--- src/rtl/pipeline_ctrl_if.sv ---
// -----------------------------------------------------------------------------
// pipeline_ctrl_if
// Bundle of the hazard/stall controller's handshake and control signals.
//   master : the pipeline datapath side; drives cache handshakes, hazard
//            operands and branch resolution, receives enables/flushes.
//   slave  : the controller (pipeline_ctrl).
// Parameters:
//   XLEN   PC / redirect target width
//   CNT_W  width of the saturating performance counters
// -----------------------------------------------------------------------------
interface pipeline_ctrl_if #(
  parameter int XLEN  = 32,
  parameter int CNT_W = 32
);
  // Cache handshakes
  logic             i_req;
  logic             i_resp;
  logic             d_req;
  logic             d_resp;
  // Hazard operands
  logic [4:0]       id_rs1;
  logic [4:0]       id_rs2;
  logic             id_use_rs1;
  logic             id_use_rs2;
  logic [4:0]       ex_rd;
  logic             ex_is_load;
  // Branch resolution
  logic             ex_br_taken;
  logic [XLEN-1:0]  ex_target;
  // Controls back to the datapath
  logic             load_pc;
  logic [1:0]       pc_sel;
  logic [XLEN-1:0]  redirect_pc;
  logic             load_if_id;
  logic             load_id_ex;
  logic             load_ex_mem;
  logic             load_mem_wb;
  logic             flush_if_id;
  logic             flush_id_ex;
  // Performance counters
  logic [CNT_W-1:0] stall_cycles;
  logic [CNT_W-1:0] flush_events;

  modport master (
    output i_req, i_resp, d_req, d_resp,
    output id_rs1, id_rs2, id_use_rs1, id_use_rs2, ex_rd, ex_is_load,
    output ex_br_taken, ex_target,
    input  load_pc, pc_sel, redirect_pc,
    input  load_if_id, load_id_ex, load_ex_mem, load_mem_wb,
    input  flush_if_id, flush_id_ex,
    input  stall_cycles, flush_events
  );

  modport slave (
    input  i_req, i_resp, d_req, d_resp,
    input  id_rs1, id_rs2, id_use_rs1, id_use_rs2, ex_rd, ex_is_load,
    input  ex_br_taken, ex_target,
    output load_pc, pc_sel, redirect_pc,
    output load_if_id, load_id_ex, load_ex_mem, load_mem_wb,
    output flush_if_id, flush_id_ex,
    output stall_cycles, flush_events
  );
endinterface

--- src/rtl/pipeline_ctrl.sv ---
// -----------------------------------------------------------------------------
// pipeline_ctrl
// Hazard and stall controller for a 5-stage pipeline. Produces the PC and
// pipe-register load enables plus IF/ID and ID/EX bubble controls, sequencing
// around I-cache misses, D-cache misses, load-use hazards and taken branches.
// A branch that resolves while a fetch is outstanding is parked in
// redirect_pc and applied once the fetch returns.
// Ports:
//   clk    clock, rising edge
//   reset  asynchronous active-low reset
//   bus    pipeline_ctrl_if.slave (handshakes, hazard operands, controls,
//          counters)
// All controls are combinational (same-cycle decisions); only the pending
// redirect and the two counters are registered.
// -----------------------------------------------------------------------------
module pipeline_ctrl #(
  parameter int CNT_W = 32,
  parameter int XLEN  = 32
) (
  input  logic            clk,
  input  logic            reset,
  pipeline_ctrl_if.slave  bus
);

  typedef enum logic [1:0] {
    PC_SEQ      = 2'd0,
    PC_BRANCH   = 2'd1,
    PC_REDIRECT = 2'd2
  } pc_sel_e;

  logic             pend_q, pend_d;
  logic [XLEN-1:0]  redir_q, redir_d;
  logic [CNT_W-1:0] stall_q, stall_d;
  logic [CNT_W-1:0] flush_q, flush_d;

  logic             mem_busy;
  logic             fetch_busy;
  logic             load_use;

  pc_sel_e          pc_sel;
  logic             load_pc, load_if_id, load_id_ex, load_ex_mem, load_mem_wb;
  logic             flush_if_id, flush_id_ex;

  assign mem_busy   = bus.d_req & ~bus.d_resp;
  assign fetch_busy = bus.i_req & ~bus.i_resp;
  assign load_use   = bus.ex_is_load && (bus.ex_rd != 5'd0) &&
                      ((bus.id_use_rs1 && (bus.id_rs1 == bus.ex_rd)) ||
                       (bus.id_use_rs2 && (bus.id_rs2 == bus.ex_rd)));

  always_comb begin
    // NOTE: every output and next-state gets a default before the priority
    // chain, so no path leaves a signal unassigned and no latch is inferred.
    load_pc     = 1'b0;
    load_if_id  = 1'b0;
    load_id_ex  = 1'b0;
    load_ex_mem = 1'b0;
    load_mem_wb = 1'b0;
    flush_if_id = 1'b0;
    flush_id_ex = 1'b0;
    pc_sel      = PC_SEQ;
    pend_d      = pend_q;
    redir_d     = redir_q;

    if (!reset) begin
      // Everything held at zero while in reset.
    end else if (mem_busy) begin
      // Full freeze; branch and load-use are re-evaluated once MEM drains.
    end else if (bus.ex_br_taken && !fetch_busy) begin
      load_pc     = 1'b1;
      load_if_id  = 1'b1;
      load_id_ex  = 1'b1;
      load_ex_mem = 1'b1;
      load_mem_wb = 1'b1;
      flush_if_id = 1'b1;
      flush_id_ex = 1'b1;
      pc_sel      = PC_BRANCH;
      // A fresh redirect supersedes any older parked target.
      pend_d      = 1'b0;
    end else if (bus.ex_br_taken && fetch_busy) begin
      // PC cannot move until the fetch returns: park the target, bubble EX.
      load_id_ex  = 1'b1;
      load_ex_mem = 1'b1;
      load_mem_wb = 1'b1;
      flush_id_ex = 1'b1;
      pend_d      = 1'b1;
      redir_d     = bus.ex_target;
    end else if (fetch_busy || load_use) begin
      // Hold front end, insert one bubble; the load moves on to MEM.
      load_id_ex  = 1'b1;
      load_ex_mem = 1'b1;
      load_mem_wb = 1'b1;
      flush_id_ex = 1'b1;
    end else begin
      load_pc     = 1'b1;
      load_if_id  = 1'b1;
      load_id_ex  = 1'b1;
      load_ex_mem = 1'b1;
      load_mem_wb = 1'b1;
      if (pend_q) begin
        // The instruction that just arrived is wrong-path: drop it.
        pc_sel      = PC_REDIRECT;
        flush_if_id = 1'b1;
        pend_d      = 1'b0;
      end
    end
  end

  // Saturating counters: stop at all-ones instead of wrapping.
  assign stall_d = (!load_pc && (stall_q != '1)) ? stall_q + 1'b1 : stall_q;
  assign flush_d = (flush_if_id && (flush_q != '1)) ? flush_q + 1'b1 : flush_q;

  always_ff @(posedge clk or negedge reset) begin
    if (!reset) begin
      pend_q  <= 1'b0;
      redir_q <= '0;
      stall_q <= '0;
      flush_q <= '0;
    end else begin
      // NOTE: non-blocking assignments so all state updates see pre-edge values.
      pend_q  <= pend_d;
      redir_q <= redir_d;
      stall_q <= stall_d;
      flush_q <= flush_d;
    end
  end

  assign bus.load_pc      = load_pc;
  assign bus.pc_sel       = pc_sel;
  assign bus.redirect_pc  = redir_q;
  assign bus.load_if_id   = load_if_id;
  assign bus.load_id_ex   = load_id_ex;
  assign bus.load_ex_mem  = load_ex_mem;
  assign bus.load_mem_wb  = load_mem_wb;
  assign bus.flush_if_id  = flush_if_id;
  assign bus.flush_id_ex  = flush_id_ex;
  assign bus.stall_cycles = stall_q;
  assign bus.flush_events = flush_q;

endmodule

--- src/flat_wrapper.sv ---
// flat-port wrapper written by rule: the top's interface ports become plain ports
module pipeline_ctrl_flat 
#(
  parameter int CNT_W = 32,
  parameter int XLEN  = 32
)
  (clk, reset, bus_i_req, bus_i_resp, bus_d_req, bus_d_resp, bus_id_rs1, bus_id_rs2, bus_id_use_rs1, bus_id_use_rs2, bus_ex_rd, bus_ex_is_load, bus_ex_br_taken, bus_ex_target, bus_load_pc, bus_pc_sel, bus_redirect_pc, bus_load_if_id, bus_load_id_ex, bus_load_ex_mem, bus_load_mem_wb, bus_flush_if_id, bus_flush_id_ex, bus_stall_cycles, bus_flush_events);
  pipeline_ctrl_if #(.XLEN(XLEN), .CNT_W(CNT_W)) bus_i ();
  input  logic clk;
  input  logic reset;
  input wire logic [$bits(bus_i.i_req)-1:0] bus_i_req;
  input wire logic [$bits(bus_i.i_resp)-1:0] bus_i_resp;
  input wire logic [$bits(bus_i.d_req)-1:0] bus_d_req;
  input wire logic [$bits(bus_i.d_resp)-1:0] bus_d_resp;
  input wire logic [$bits(bus_i.id_rs1)-1:0] bus_id_rs1;
  input wire logic [$bits(bus_i.id_rs2)-1:0] bus_id_rs2;
  input wire logic [$bits(bus_i.id_use_rs1)-1:0] bus_id_use_rs1;
  input wire logic [$bits(bus_i.id_use_rs2)-1:0] bus_id_use_rs2;
  input wire logic [$bits(bus_i.ex_rd)-1:0] bus_ex_rd;
  input wire logic [$bits(bus_i.ex_is_load)-1:0] bus_ex_is_load;
  input wire logic [$bits(bus_i.ex_br_taken)-1:0] bus_ex_br_taken;
  input wire logic [$bits(bus_i.ex_target)-1:0] bus_ex_target;
  output wire logic [$bits(bus_i.load_pc)-1:0] bus_load_pc;
  output wire logic [$bits(bus_i.pc_sel)-1:0] bus_pc_sel;
  output wire logic [$bits(bus_i.redirect_pc)-1:0] bus_redirect_pc;
  output wire logic [$bits(bus_i.load_if_id)-1:0] bus_load_if_id;
  output wire logic [$bits(bus_i.load_id_ex)-1:0] bus_load_id_ex;
  output wire logic [$bits(bus_i.load_ex_mem)-1:0] bus_load_ex_mem;
  output wire logic [$bits(bus_i.load_mem_wb)-1:0] bus_load_mem_wb;
  output wire logic [$bits(bus_i.flush_if_id)-1:0] bus_flush_if_id;
  output wire logic [$bits(bus_i.flush_id_ex)-1:0] bus_flush_id_ex;
  output wire logic [$bits(bus_i.stall_cycles)-1:0] bus_stall_cycles;
  output wire logic [$bits(bus_i.flush_events)-1:0] bus_flush_events;
  assign bus_i.i_req = bus_i_req;
  assign bus_i.i_resp = bus_i_resp;
  assign bus_i.d_req = bus_d_req;
  assign bus_i.d_resp = bus_d_resp;
  assign bus_i.id_rs1 = bus_id_rs1;
  assign bus_i.id_rs2 = bus_id_rs2;
  assign bus_i.id_use_rs1 = bus_id_use_rs1;
  assign bus_i.id_use_rs2 = bus_id_use_rs2;
  assign bus_i.ex_rd = bus_ex_rd;
  assign bus_i.ex_is_load = bus_ex_is_load;
  assign bus_i.ex_br_taken = bus_ex_br_taken;
  assign bus_i.ex_target = bus_ex_target;
  assign bus_load_pc = bus_i.load_pc;
  assign bus_pc_sel = bus_i.pc_sel;
  assign bus_redirect_pc = bus_i.redirect_pc;
  assign bus_load_if_id = bus_i.load_if_id;
  assign bus_load_id_ex = bus_i.load_id_ex;
  assign bus_load_ex_mem = bus_i.load_ex_mem;
  assign bus_load_mem_wb = bus_i.load_mem_wb;
  assign bus_flush_if_id = bus_i.flush_if_id;
  assign bus_flush_id_ex = bus_i.flush_id_ex;
  assign bus_stall_cycles = bus_i.stall_cycles;
  assign bus_flush_events = bus_i.flush_events;
  pipeline_ctrl #(.CNT_W(CNT_W), .XLEN(XLEN)) u_core (.clk(clk), .reset(reset), .bus(bus_i));
endmodule
--- config.mk ---
export PLATFORM = sky130hd
export DESIGN_NAME = pipeline_ctrl_flat
export DESIGN_NICKNAME = d
export VERILOG_FILES = /design/src/rtl/pipeline_ctrl_if.sv /design/src/rtl/pipeline_ctrl.sv /design/src/flat_wrapper.sv
export SDC_FILE = /design/constraint.sdc
export NUM_CORES = 1
export LEC_CHECK = 0
export CAP_MARGIN = 5
export CORE_ASPECT_RATIO = 1.5
export CORE_UTILIZATION = 45
export CTS_CLUSTER_DIAMETER = 100
export DETAILED_ROUTE_END_ITERATION = 10
export PLACE_DENSITY = 0.79
export SYNTH_ARGS = -nofsm -noshare
export SYNTH_HDL_FRONTEND = slang
export SYNTH_SLANG_ARGS = --single-unit
--- constraint.sdc ---
create_clock -name clk -period 2.1 [get_ports clk]
set_input_delay 0.42 -clock clk [delete_from_list [all_inputs] [get_ports clk]]
set_output_delay 0.42 -clock clk [all_outputs]
set_load 0.01 [all_outputs]
* After elaboration in Yosys (flattened, before gate mapping)
Cells that the tools add are included. W data, S select, Z words.
Word-level totals: flip-flop bits (word level) 97, latch bits 0, memory bits (writable) 0, bits in read-only memories 0, output and inout bits 105, logic and storage cells 59, memories kept 0
Cells by class: add/sub/neg operators 2, $mul 0, div/mod/pow operators 0, $lt $le $gt $ge 0, equal/unequal tests 5, shift operators 0, multiplexer cells 27, bitwise operators 6, reductions and logical operators 15
Operators with widths (number):
- $add A32 B1 Y32 const B | 2
- $ne A32 B32 Y1 const B | 2
- $mux W1 | 21
- $mux W2 | 6
- $eq A5 B5 Y1 | 2
- $logic_and A1 B1 Y1 | 8
- $reduce_bool A5 Y1 | 1
- $not A1 Y1 | 4
- $reduce_and A4 Y1 | 1
- $ne A3 B1 Y1 const B | 1
- $reduce_and A3 Y1 | 1
- $and A1 B1 Y1 | 2
- $logic_not A1 Y1 | 2
- $logic_or A1 B1 Y1 | 2

* Logic depth before layout (Yosys ltp)
depth in word-level cells 12, gate-level depth with buffers 8, mapped depth without buffers 8

* Worst setup path after synthesis
OpenSTA, ideal clock, no wires.
kind input to register, start point input bus_ex_rd[0], end point register u_core.flush_q[30] (netlist: u_core.bus.flush_events[30]), arrival 2.108 ns, path slack -0.133 ns, stages on the path 8, cell sequence or4_1 o21ai_2 nor2_2 a21o_4 inv_2 nand2_1 nor3_2 mux2_2
Between the ends: cells in the longest elaborated chain, start to end 11, elaborated cells between the ends (all ways) 15, those cells by class eq/ne: 2; mux: 5; reduce/logical: 8
Ends and longest elaborated chain:
- start: declaration | line flat_wrapper.sv:19 | input wire logic [$bits(bus_i.ex_rd)-1:0] bus_ex_rd;
- $eq A5 B5 Y1 (on tied branches) | line pipeline_ctrl.sv:47, pipeline_ctrl.sv:48
- $logic_and A1 B1 Y1 (on tied branches) | line pipeline_ctrl.sv:47, pipeline_ctrl.sv:48
- $logic_or A1 B1 Y1 | line pipeline_ctrl.sv:47 | ((bus.id_use_rs1 && (bus.id_rs1 == bus.ex_rd)) ||
- $logic_and A1 B1 Y1 (*) | line pipeline_ctrl.sv:46 | assign load_use = bus.ex_is_load && (bus.ex_rd != 5'd0) &&
- $logic_or A1 B1 Y1 (*) | line pipeline_ctrl.sv:87 | end else if (fetch_busy || load_use) begin
- $mux W1 (*) | line pipeline_ctrl.sv:87
- $mux W1 (*) | line pipeline_ctrl.sv:79 | end else if (bus.ex_br_taken && fetch_busy) begin
- $mux W1 (*) | line pipeline_ctrl.sv:68 | end else if (bus.ex_br_taken && !fetch_busy) begin
- $mux W1 (*) | line pipeline_ctrl.sv:66 | end else if (mem_busy) begin
- $mux W1 (*) | line pipeline_ctrl.sv:64 | if (!reset) begin
- net bus_flush_if_id | line flat_wrapper.sv:30 | output wire logic [$bits(bus_i.flush_if_id)-1:0] bus_flush_if_id;
- $logic_and A1 B1 Y1 (*) | line pipeline_ctrl.sv:110 | assign flush_d = (flush_if_id && (flush_q != '1)) ? flush_q + 1'b1 : flush_q;
- end signal: assignment | line pipeline_ctrl.sv:123 | flush_q <= flush_d;
- end: declaration | line pipeline_ctrl.sv:34 | logic [CNT_W-1:0] flush_q, flush_d;
Mark *: on every way through the listed nets, which the timed path passes. The rest lies on a longest branch. A chain may end at the register's enable or synchronous reset.

* Worst setup path in the final report
start point input bus_id_rs2[4], end point output bus_flush_id_ex
Between the ends: cells in the longest elaborated chain, start to end 10
Ends and longest elaborated chain:
- start: declaration | line flat_wrapper.sv:16 | input wire logic [$bits(bus_i.id_rs2)-1:0] bus_id_rs2;
- $eq A5 B5 Y1 | line pipeline_ctrl.sv:48 | (bus.id_use_rs2 && (bus.id_rs2 == bus.ex_rd)));
- $logic_and A1 B1 Y1 | line pipeline_ctrl.sv:48
- $logic_or A1 B1 Y1 | line pipeline_ctrl.sv:47
- $logic_and A1 B1 Y1 | line pipeline_ctrl.sv:46
- $logic_or A1 B1 Y1 | line pipeline_ctrl.sv:87
- $mux W1 | line pipeline_ctrl.sv:87
- $mux W1 | line pipeline_ctrl.sv:79
- $mux W1 | line pipeline_ctrl.sv:68
- $mux W1 | line pipeline_ctrl.sv:66
- $mux W1 | line pipeline_ctrl.sv:64
- end: declaration | line flat_wrapper.sv:31 | output wire logic [$bits(bus_i.flush_id_ex)-1:0] bus_flush_id_ex;
No other way between the ends.

==> metrics.txt <==
Setup Viol. Count Final=7; register area=0.002427 mm^2; Final Skew=0.006216 ns; Syn. warnings=0; Initial Util=46.29%; Adder-Cell Fraction of Synth Area=0.5579%; Placed Cells=702; number of global-route vias before repair=4,077; drt first-iter violations=138; post-synthesis cell type count=39; overall die height=124.3 um; worst vdd ir=795.7 uV; run status=complete, but fails checks; Synth Area in Compound Gates=2.092%; commonest non-fill, non-tap cell in the layout=clkdlybuf4s50_1; Fmax=441.7 MHz; CP delay by family, top=buffers and inverters; routed vias=3,846; initial antenna violation count=0; final worst slack=-0.1639 ns; port bufs=161; Worst Max-Slew Pin Slew=0.6804 ns; fraction of layout instances using a drive strength above 1=27.00%; nets@finish=666; # H-tree levels=3; ANT nets after route=0; total CTS buffers=9; kind of critical path=in2out; min cycle time layout=2.264 ns; syn nets=452; RSZ-0062 raised after global routing=yes; max-cap viol count=0; via/cell ratio=5.298; EDFF count, synth=0; Post-Synth Simple-Gate Area=19.00%; core area=0.009689 mm^2; Area Growth Syn to Fin=60.17%; Hold WC Path Type=in2async; dpl cell area=0.006566 mm^2; Post-Route WL=13.15 mm; largest net degree at the start of global routing=55; setup TNS=-0.6079 ns; Tcrit/Tclk final=107.8%; main combinational cell family by area after synthesis=simple AND/OR/NAND/NOR gates; register area share after synthesis=54.11%; first-pass GRT wire length=21.03 mm; Pins Over Slew Limit=0; post-synthesis average cell area=11.41 um^2; CTS tree=yes; DPL Wire Length=9.233 mm; Diodes inserted=0; CTS Sinks=97; area of the multi-input gates=0.002210 mm^2; WP data required=1.68 ns; die width=83.52 um; GP Congestion=0.7954; post-synthesis cell area=0.004486 mm^2; Leakage=3.197 nW; failing checks=negative setup slack; CP max FO=2; CP max-delay cell=o22a_1; root buffer cell=clkbuf_16; Most used DFF post-synth=dfrtp_1; Wirelength per Cell=18.11 um; Syn Inst Count=393; # DRC=0; CP Buf/Inv Count=3; xor and xnor fraction of the mapped netlist area=13.86%; Pre-antenna DRT Iters=4; Crit. End Element=output pin; most frequent cells in the layout=clkdlybuf4s50_1 (131), dfrtp_1 (97), buf_4 (40); CTS clock-pin slew for the worst setup and hold paths=0.06 ns; CTS Buffer Depth=2; cell breakdown of the critical path=clkdlybuf4s15_1 -> xnor2_1 -> nand4_1 -> o22a_1 -> buf_6 -> nor2_4 -> o31a_1 -> buf_2; Largest stage delay, worst path=0.25 ns; GR Overflow Total=0; Synth Register Bits=97; clk_lat worst skew=0.34 ns; full die area=0.01038 mm^2; critical path startpoint category=input port; Fillers=666; io pins=162; end-of-flow core utilization=74.15%; P per Cell Area=795.2 mW/mm^2; Rows=44; asr flop ratio synth=100.0%; Place WS=-0.9083 ns; Slew headroom=54.64%; All-Layer GR Usage=25.78%; Final Hold Vio Count=0; multiplexer share of the synthesized area=8.536%; CP arrival=1.84 ns; Design Area, Final=0.007184 mm^2; Non-Filler Instances=726
-- sequential cells by signal, indices dropped and copies added, names as in the netlist --
register and cells:
u_core.bus.flush_events 32, u_core.bus.redirect_pc 32, u_core.bus.stall_cycles 32, u_core.pend_q 1
-- worst reg2reg max path, stage by stage, from the launching register on --
cell	delay, ns
dfrtp_1	0.41
and3_1	0.21
and4_1	0.22
and2_1	0.16
and4_2	0.29
nor3_4	0.32
nand4_1	0.18
xnor2_1	0.16
-- cell type report --
cell class | count | area share (%)
inverters | 8 | 0.4876
flip-flops and latches | 97 | 33.79
repair buffers | 212 | 28.37
well taps | 115 | 2.003
clock inverters | 2 | 0.8359
multi-input cells | 279 | 30.76
clock buffers | 13 | 3.762
-- per-layer routing --
layer | vias to the layer above | share of wire [%] | GRT usage (%)
met2 | 139 | 55 | 46.91
met5 | - | 0 | 0
met3 | 34 | 5.7 | 5.633
met4 | 0 | 3.7 | 10.97
li1 | 1798 | - | -
met1 | 1875 | 36 | 28.67
-- Yosys cell counts, types with 2 or more instances --
cell type	number	area share, %
buf_4	3	0.50
xor2_1	29	5.7
buf_1	3	0.25
and4_1	7	1.4
xnor2_1	42	8.2
and2_1	4	0.56
ha_1	2	0.56
inv_1	7	0.59
buf_2	3	0.33
and3_1	8	1.1
nand2_1	41	3.4
dfrtp_1	97	54
nor4_1	6	0.84
nand3_1	23	2.6
nand4_1	23	3.2
mux2_2	34	8.5
nor3_1	15	1.7
nor3_4	2	0.73
nor2_1	24	2.0
-- what timing repair did --
action,CTS,global route
gates resized for setup,112,23
pin swaps,22,18
setup endpoints to repair,71,49
buffers inserted,5,3
cloned,1,1
hold buffers,0,0
-- kinds of logic (layout without fill, tap and decap cells) --
group,Yosys count,in the layout
AO/OA/AOI/OAI,10,10
flip-flops,97,97
adder cells (fa/ha/maj),2,2
XOR/XNOR,71,71
multiplexers,34,34
buffers and inverters,18,235
AND/OR/NAND/NOR,161,162
-- power by group --
group          switching [mW]  total (mW)  internal, mW
clock                   0.660        1.79          1.13
sequential              0.161        2.29          2.13
combinational           0.674        1.62         0.950
-- per-stage QoR --
step,total power [mW],hold WS [ns]
after global placement,3.831,0.4728
after detailed placement,3.885,0.4739
after global routing,5.964,0.2253
after floorplan,2.882,0.1244
final,5.713,0.1903
after CTS,5.725,0.2046
-- path summary, 6_finish.rpt --
kind / start / to / slack [ns] / cells after the start
worst max-delay path: bus_id_rs2[4] / bus_flush_id_ex / -0.16 / 8
worst min-delay path: reset / u_core.bus.redirect_pc[26]$_DFFE_PN0P_ / 0.19 / 2
worst max register to register: u_core.bus.flush_events[4]$_DFFE_PN0P_ / u_core.bus.flush_events[21]$_DFFE_PN0P_ / 0.04 / 7
worst min register to register: u_core.bus.stall_cycles[31]$_DFFE_PN0P_ / u_core.bus.stall_cycles[31]$_DFFE_PN0P_ / 0.49 / 1
max in group asynchronous: reset / u_core.bus.flush_events[25]$_DFFE_PN0P_ / 0.82 / 3
min in group clk: u_core.bus.stall_cycles[31]$_DFFE_PN0P_ / u_core.bus.stall_cycles[31]$_DFFE_PN0P_ / 0.49 / 1
Note: power is estimated with default switching activity, not from simulation.
==> RTL edit 1: new RTL, config.mk and constraints unchanged <==
`flush_q` no longer has a reset.
--- a/src/rtl/pipeline_ctrl.sv
+++ b/src/rtl/pipeline_ctrl.sv
@@ -114,14 +114,16 @@
       pend_q  <= 1'b0;
       redir_q <= '0;
       stall_q <= '0;
-      flush_q <= '0;
     end else begin
       // NOTE: non-blocking assignments so all state updates see pre-edge values.
       pend_q  <= pend_d;
       redir_q <= redir_d;
       stall_q <= stall_d;
-      flush_q <= flush_d;
     end
+  end
+
+  always_ff @(posedge clk) begin
+    flush_q <= flush_d;
   end
 
   assign bus.load_pc      = load_pc;
Behaviour: differs if reset is asserted again (counterexample within 4 cycles, from zero or initial values and one cycle with reset low); with reset held inactive, the same outputs for 4 cycles.
==> RTL edit 1 against the original RTL <==
- the flow still finishes with violations (negative setup slack)
- area after synthesis is 0.86% lower
- total power is 4.1% lower
- combinational power is 18% lower
- fmax is 2.4% higher
- global-route usage is 2.8 points lower
- cell area is 0.91% lower
- sequential cell count stayed put
- setup slack better by 53 ps
- wire length is 10% lower
- critical endpoint is now u_core.bus.stall_cycles[29]
- largest cell class unchanged
- largest power group unchanged
==> RTL edit 1: results (changes against the original RTL) <==
The global-route wire length before repair is 18.4 mm (was 21.0 mm). The worst reg-to-reg path cell count is 8 (was 7). The final RePlAce weighted congestion came out at 0.786 (was 0.795).

The placed cell count came to 654 (was 702). Largest cells by area after synthesis: sky130_fd_sc_hd__dfrtp_1 (37%), sky130_fd_sc_hd__edfxtp_1 (22%), sky130_fd_sc_hd__xnor2_1 (11%), sky130_fd_sc_hd__mux2_2 (8.4%), sky130_fd_sc_hd__nand4_1 (3.1%) (was sky130_fd_sc_hd__dfrtp_1 (54%), sky130_fd_sc_hd__mux2_2 (8.5%), sky130_fd_sc_hd__xnor2_1 (8.2%), sky130_fd_sc_hd__xor2_1 (5.7%), sky130_fd_sc_hd__nand2_1 (3.4%)). The met1 usage in global routing is 0.247 (was 0.287). The multiplexer fraction of the synthesized cell area is 0.0836 (was 0.0854). The total track usage came out at 0.230 (was 0.258). The share of flip-flops with an asynchronous set or reset came out at 0.670 (was 1.00). The area fraction in compound gates after synthesis was 0.0152 (was 0.0209). The slack of the worst reg-to-reg path is -30 ps (was 40 ps). The worst-case hold slack came out at 334 ps (was 190 ps). The data arrival at the endpoint of the critical path came out at 2430 ps (was 1840 ps). Commonest cells in the synthesized netlist: sky130_fd_sc_hd__dfrtp_1 (65), sky130_fd_sc_hd__xnor2_1 (56), sky130_fd_sc_hd__mux2_2 (33) (was sky130_fd_sc_hd__dfrtp_1 (97), sky130_fd_sc_hd__xnor2_1 (42), sky130_fd_sc_hd__nand2_1 (41)). The number of distinct library cells after synthesis is 31 (was 39).

The worst setup skew after layout is 5.59 ps (was 6.22 ps). The number of global-route vias before repair is 3,673 (was 4,077). Status: finished with violations (unchanged).

The smallest setup slack after layout came out at -110 ps (was -164 ps). The met3 routing resource usage after global routing came out at 0.0537 (was 0.0563). The startpoint of the most critical register-to-register path is u_core.bus.flush_events[12] (was u_core.bus.flush_events[4]). The register area share after synthesis came to 0.582 (was 0.541). The count of final setup violators came out at 63 (was 7). The XOR/XNOR share of the synthesized area is 0.140 (was 0.139).

The minimum setup slack after placement came out at -952 ps (was -908 ps). The startpoint of the worst setup timing path is bus_id_rs1[2] (was bus_id_rs2[4]). Violations in the final reports: negative setup slack (unchanged). The routed via count came out at 3,619 (was 3,846). The instance area after placement came out at 0.00651 sq mm (was 0.00657 sq mm). The count of nets after finishing came out at 626 (was 666).

The largest net degree at the start of global routing came out at 66 (was 55). The maximum fanout count along the critical path came out at 7 (was 2). The fraction of final layout cells with drive strength greater than 1 is 0.274 (was 0.270).
==> RTL edit 1: worst max path at each step <==
stage                                        to  slack, ps  depth (start not counted)
floorplan            u_core.bus.flush_events[0]       -110                          7
global placement                bus_flush_if_id       -870                          7
detailed placement              bus_flush_if_id       -950                          7
CTS                  u_core.bus.stall_cycles[8]       -120                         12
global route         u_core.bus.stall_cycles[8]       -200                         12
finish              u_core.bus.stall_cycles[29]       -110                         12
==> RTL edit 1: cell type report <==
cell class / count / share of cell area
multi-input combinational: 239 / 0.273
tap: 115 / 0.0202
inverter: 3 / 0.00158
sequential: 97 / 0.363
clock buffer: 9 / 0.0316
clock inverter: 7 / 0.0132
timing repair buffer: 217 / 0.297
==> RTL edit 1: what timing repair did <==
action / CTS / global route
resized for setup: 105 / 24
endpoints found under the setup margin: 74 / 78
setup buffers: 11 / 6
pin swaps: 32 / 24
gates cloned: 1 / 2
==> RTL edit 1: cell families (layout without fill, tap and decap cells) <==
logic type / Yosys count / in the layout
xor gates and xnor gates: 71 / 71
and+or+nand+nor: 125 / 125
DFF: 97 / 97
AOI/OAI and AO/OA: 8 / 8
buffers and inverters: 15 / 236
muxes: 33 / 33
adders and majority gates: 2 / 2
==> RTL edit 1: routing by layer <==
metal | part of all wire | vias to the layer above
met4 | 0.023 | 0
met5 | 0 | -
li1 | - | 1679
met1 | 0.37 | 1784
met2 | 0.54 | 134
met3 | 0.061 | 22
==> RTL edit 1: stage by stage <==
| step | util | setup TNS (ps) |
|---|---|---|
| final | 0.739 | -2150 |
| after global routing | 0.739 | -8700 |
| after floorplan | - | -3880 |
| after CTS | 0.726 | -2200 |
| after detailed placement | 0.676 | -49230 |
| after global placement | 0.676 | -44840 |
==> RTL edit 1: power by group <==
part / internal (mW) / leakage (nW) / switching, mW
combinational: 0.824 / 1.61 / 0.509
sequential: 2.21 / 1.13 / 0.196
clock: 1.04 / 0.153 / 0.693
==> RTL edit 1: critical path: stages <==
cell and delay (ps):
sky130_fd_sc_hd__buf_6 100, sky130_fd_sc_hd__xor2_2 170, sky130_fd_sc_hd__nor4_2 310, sky130_fd_sc_hd__a32oi_2 180
sky130_fd_sc_hd__o31a_1 320, sky130_fd_sc_hd__buf_6 150, sky130_fd_sc_hd__buf_6 120, sky130_fd_sc_hd__a21oi_4 150
sky130_fd_sc_hd__buf_12 140, sky130_fd_sc_hd__buf_8 120, sky130_fd_sc_hd__nand4b_1 110, sky130_fd_sc_hd__xnor2_1 140
==> RTL edit 2: new RTL, same settings <==
Made on the original files. `CNT_W` is set to 32 in 3 places; all go to 28.
--- a/src/rtl/pipeline_ctrl_if.sv
+++ b/src/rtl/pipeline_ctrl_if.sv
@@ -10,7 +10,7 @@
 // -----------------------------------------------------------------------------
 interface pipeline_ctrl_if #(
   parameter int XLEN  = 32,
-  parameter int CNT_W = 32
+  parameter int CNT_W = 28
 );
   // Cache handshakes
   logic             i_req;
--- a/src/rtl/pipeline_ctrl.sv
+++ b/src/rtl/pipeline_ctrl.sv
@@ -14,7 +14,7 @@
 // redirect and the two counters are registered.
 // -----------------------------------------------------------------------------
 module pipeline_ctrl #(
-  parameter int CNT_W = 32,
+  parameter int CNT_W = 28,
   parameter int XLEN  = 32
 ) (
   input  logic            clk,
--- a/src/flat_wrapper.sv
+++ b/src/flat_wrapper.sv
@@ -1,7 +1,7 @@
 // flat-port wrapper written by rule: the top's interface ports become plain ports
 module pipeline_ctrl_flat 
 #(
-  parameter int CNT_W = 32,
+  parameter int CNT_W = 28,
   parameter int XLEN  = 32
 )
   (clk, reset, bus_i_req, bus_i_resp, bus_d_req, bus_d_resp, bus_id_rs1, bus_id_rs2, bus_id_use_rs1, bus_id_use_rs2, bus_ex_rd, bus_ex_is_load, bus_ex_br_taken, bus_ex_target, bus_load_pc, bus_pc_sel, bus_redirect_pc, bus_load_if_id, bus_load_id_ex, bus_load_ex_mem, bus_load_mem_wb, bus_flush_if_id, bus_flush_id_ex, bus_stall_cycles, bus_flush_events);
Interface: changed (resized bus_flush_events and bus_stall_cycles); port bits go from 162 to 154. No check against the original RTL was run, so the function may have changed too.
==> RTL edit 2 against the original RTL <==
- the run still ends with negative setup slack left
- setup slack gained 110 ps
- total power shrank 4.9%
- sequential power shrank 4%
- sequential cell count shrank 8
- final cell count shrank 9.0%
- non-clock buffer count shrank 18
- count of clock-buffer cells in the layout shrank 1
- cell area shrank 7.9%
- fmax grew 5.0%
- global-route usage shrank 2.7 points
- area after synthesis shrank 4.5%
- wire length shrank 16%
==> RTL edit 2: results (changes against the original RTL) <==
Status: finished with violations (unchanged). The multiplexer fraction of the synthesized cell area is 0.0972 (was 0.0854). The cell area after technology mapping came out at 0.00429 sq mm (was 0.00449 sq mm).

The adder-cell share of the synthesized area is 0.00584 (was 0.00558). The leakage power summed over all cells was 2.85 nW (was 3.20 nW). The number of clock buffer instances in the layout is 12 (was 13). The number of non-clock buffers in the layout is 194 (was 212). The final design area excluding fillers is 0.00662 sq mm (was 0.00718 sq mm). The count of inserted antenna diode cells came to 1 (was 0). The clock-cell share of area came out at 0.0488 (was 0.0460).

The total detailed-routing wirelength is 11.0 mm (was 13.2 mm). The smallest setup slack after layout is -55.8 ps (was -164 ps). The total track usage came to 0.231 (was 0.258). The gate count of the mapped netlist is 354 (was 393). The met2 routed wirelength is 5.82 mm (was 7.20 mm). The final HPWL from detailed placement came out at 7.85 mm (was 9.23 mm). The net count of the mapped netlist is 413 (was 452). The endpoint of the worst-slack reg-to-reg timing path is u_core.bus.flush_events[4] (was u_core.bus.flush_events[21]).

The instance area after placement came out at 0.00616 sq mm (was 0.00657 sq mm). The placed cell count came out at 639 (was 702). The worst-case hold slack is 402 ps (was 190 ps). The register area came out at 0.00223 sq mm (was 0.00243 sq mm).

The violation count after the first detailed-routing iteration is 112 (was 138). The number of global-route vias before repair came out at 3,529 (was 4,077). Commonest cells in the synthesized netlist: sky130_fd_sc_hd__dfrtp_1 (89), sky130_fd_sc_hd__xnor2_1 (48), sky130_fd_sc_hd__mux2_2 (35) (was sky130_fd_sc_hd__dfrtp_1 (97), sky130_fd_sc_hd__xnor2_1 (42), sky130_fd_sc_hd__nand2_1 (41)). The fraction of final layout cells with drive strength greater than 1 came to 0.266 (was 0.270). Violations in the final reports: negative setup slack (unchanged). The number of standard cells in the final layout excluding fillers came to 661 (was 726). The switching portion of total power came out at 0.269 (was 0.262). The number of distinct library cells after synthesis is 44 (was 39). The capture point of the critical path is bus_flush_if_id (was bus_flush_id_ex). The count of final setup violators came to 5 (was 7). The data arrival at the endpoint of the critical path came to 1740 ps (was 1840 ps). The cell internal power dissipation was 3.97 mW (was 4.22 mW). The area fraction in compound gates after synthesis came out at 0.0272 (was 0.0209).
[RTL edit 2: cell count changes after synthesis, moves of 7 or more]
cell | before | now
sky130_fd_sc_hd__nand2_1 | 41 | 15
sky130_fd_sc_hd__nand4_1 | 23 | 16
sky130_fd_sc_hd__nand3_2 | 1 | 8
sky130_fd_sc_hd__and3_1 | 8 | 22
sky130_fd_sc_hd__nor3_1 | 15 | 4
sky130_fd_sc_hd__and2_1 | 4 | 11
sky130_fd_sc_hd__xor2_1 | 29 | 12
sky130_fd_sc_hd__dfrtp_1 | 97 | 89
sky130_fd_sc_hd__nor2_1 | 24 | 8
[RTL edit 2: worst max-delay path: stages]
cell and delay [ps]:
sky130_fd_sc_hd__clkdlybuf4s15_1 180, sky130_fd_sc_hd__xor2_1 170, sky130_fd_sc_hd__nor4_2 320, sky130_fd_sc_hd__a32oi_4 120, sky130_fd_sc_hd__buf_4 170, sky130_fd_sc_hd__a22oi_2 130
sky130_fd_sc_hd__inv_1 80, sky130_fd_sc_hd__buf_2 140
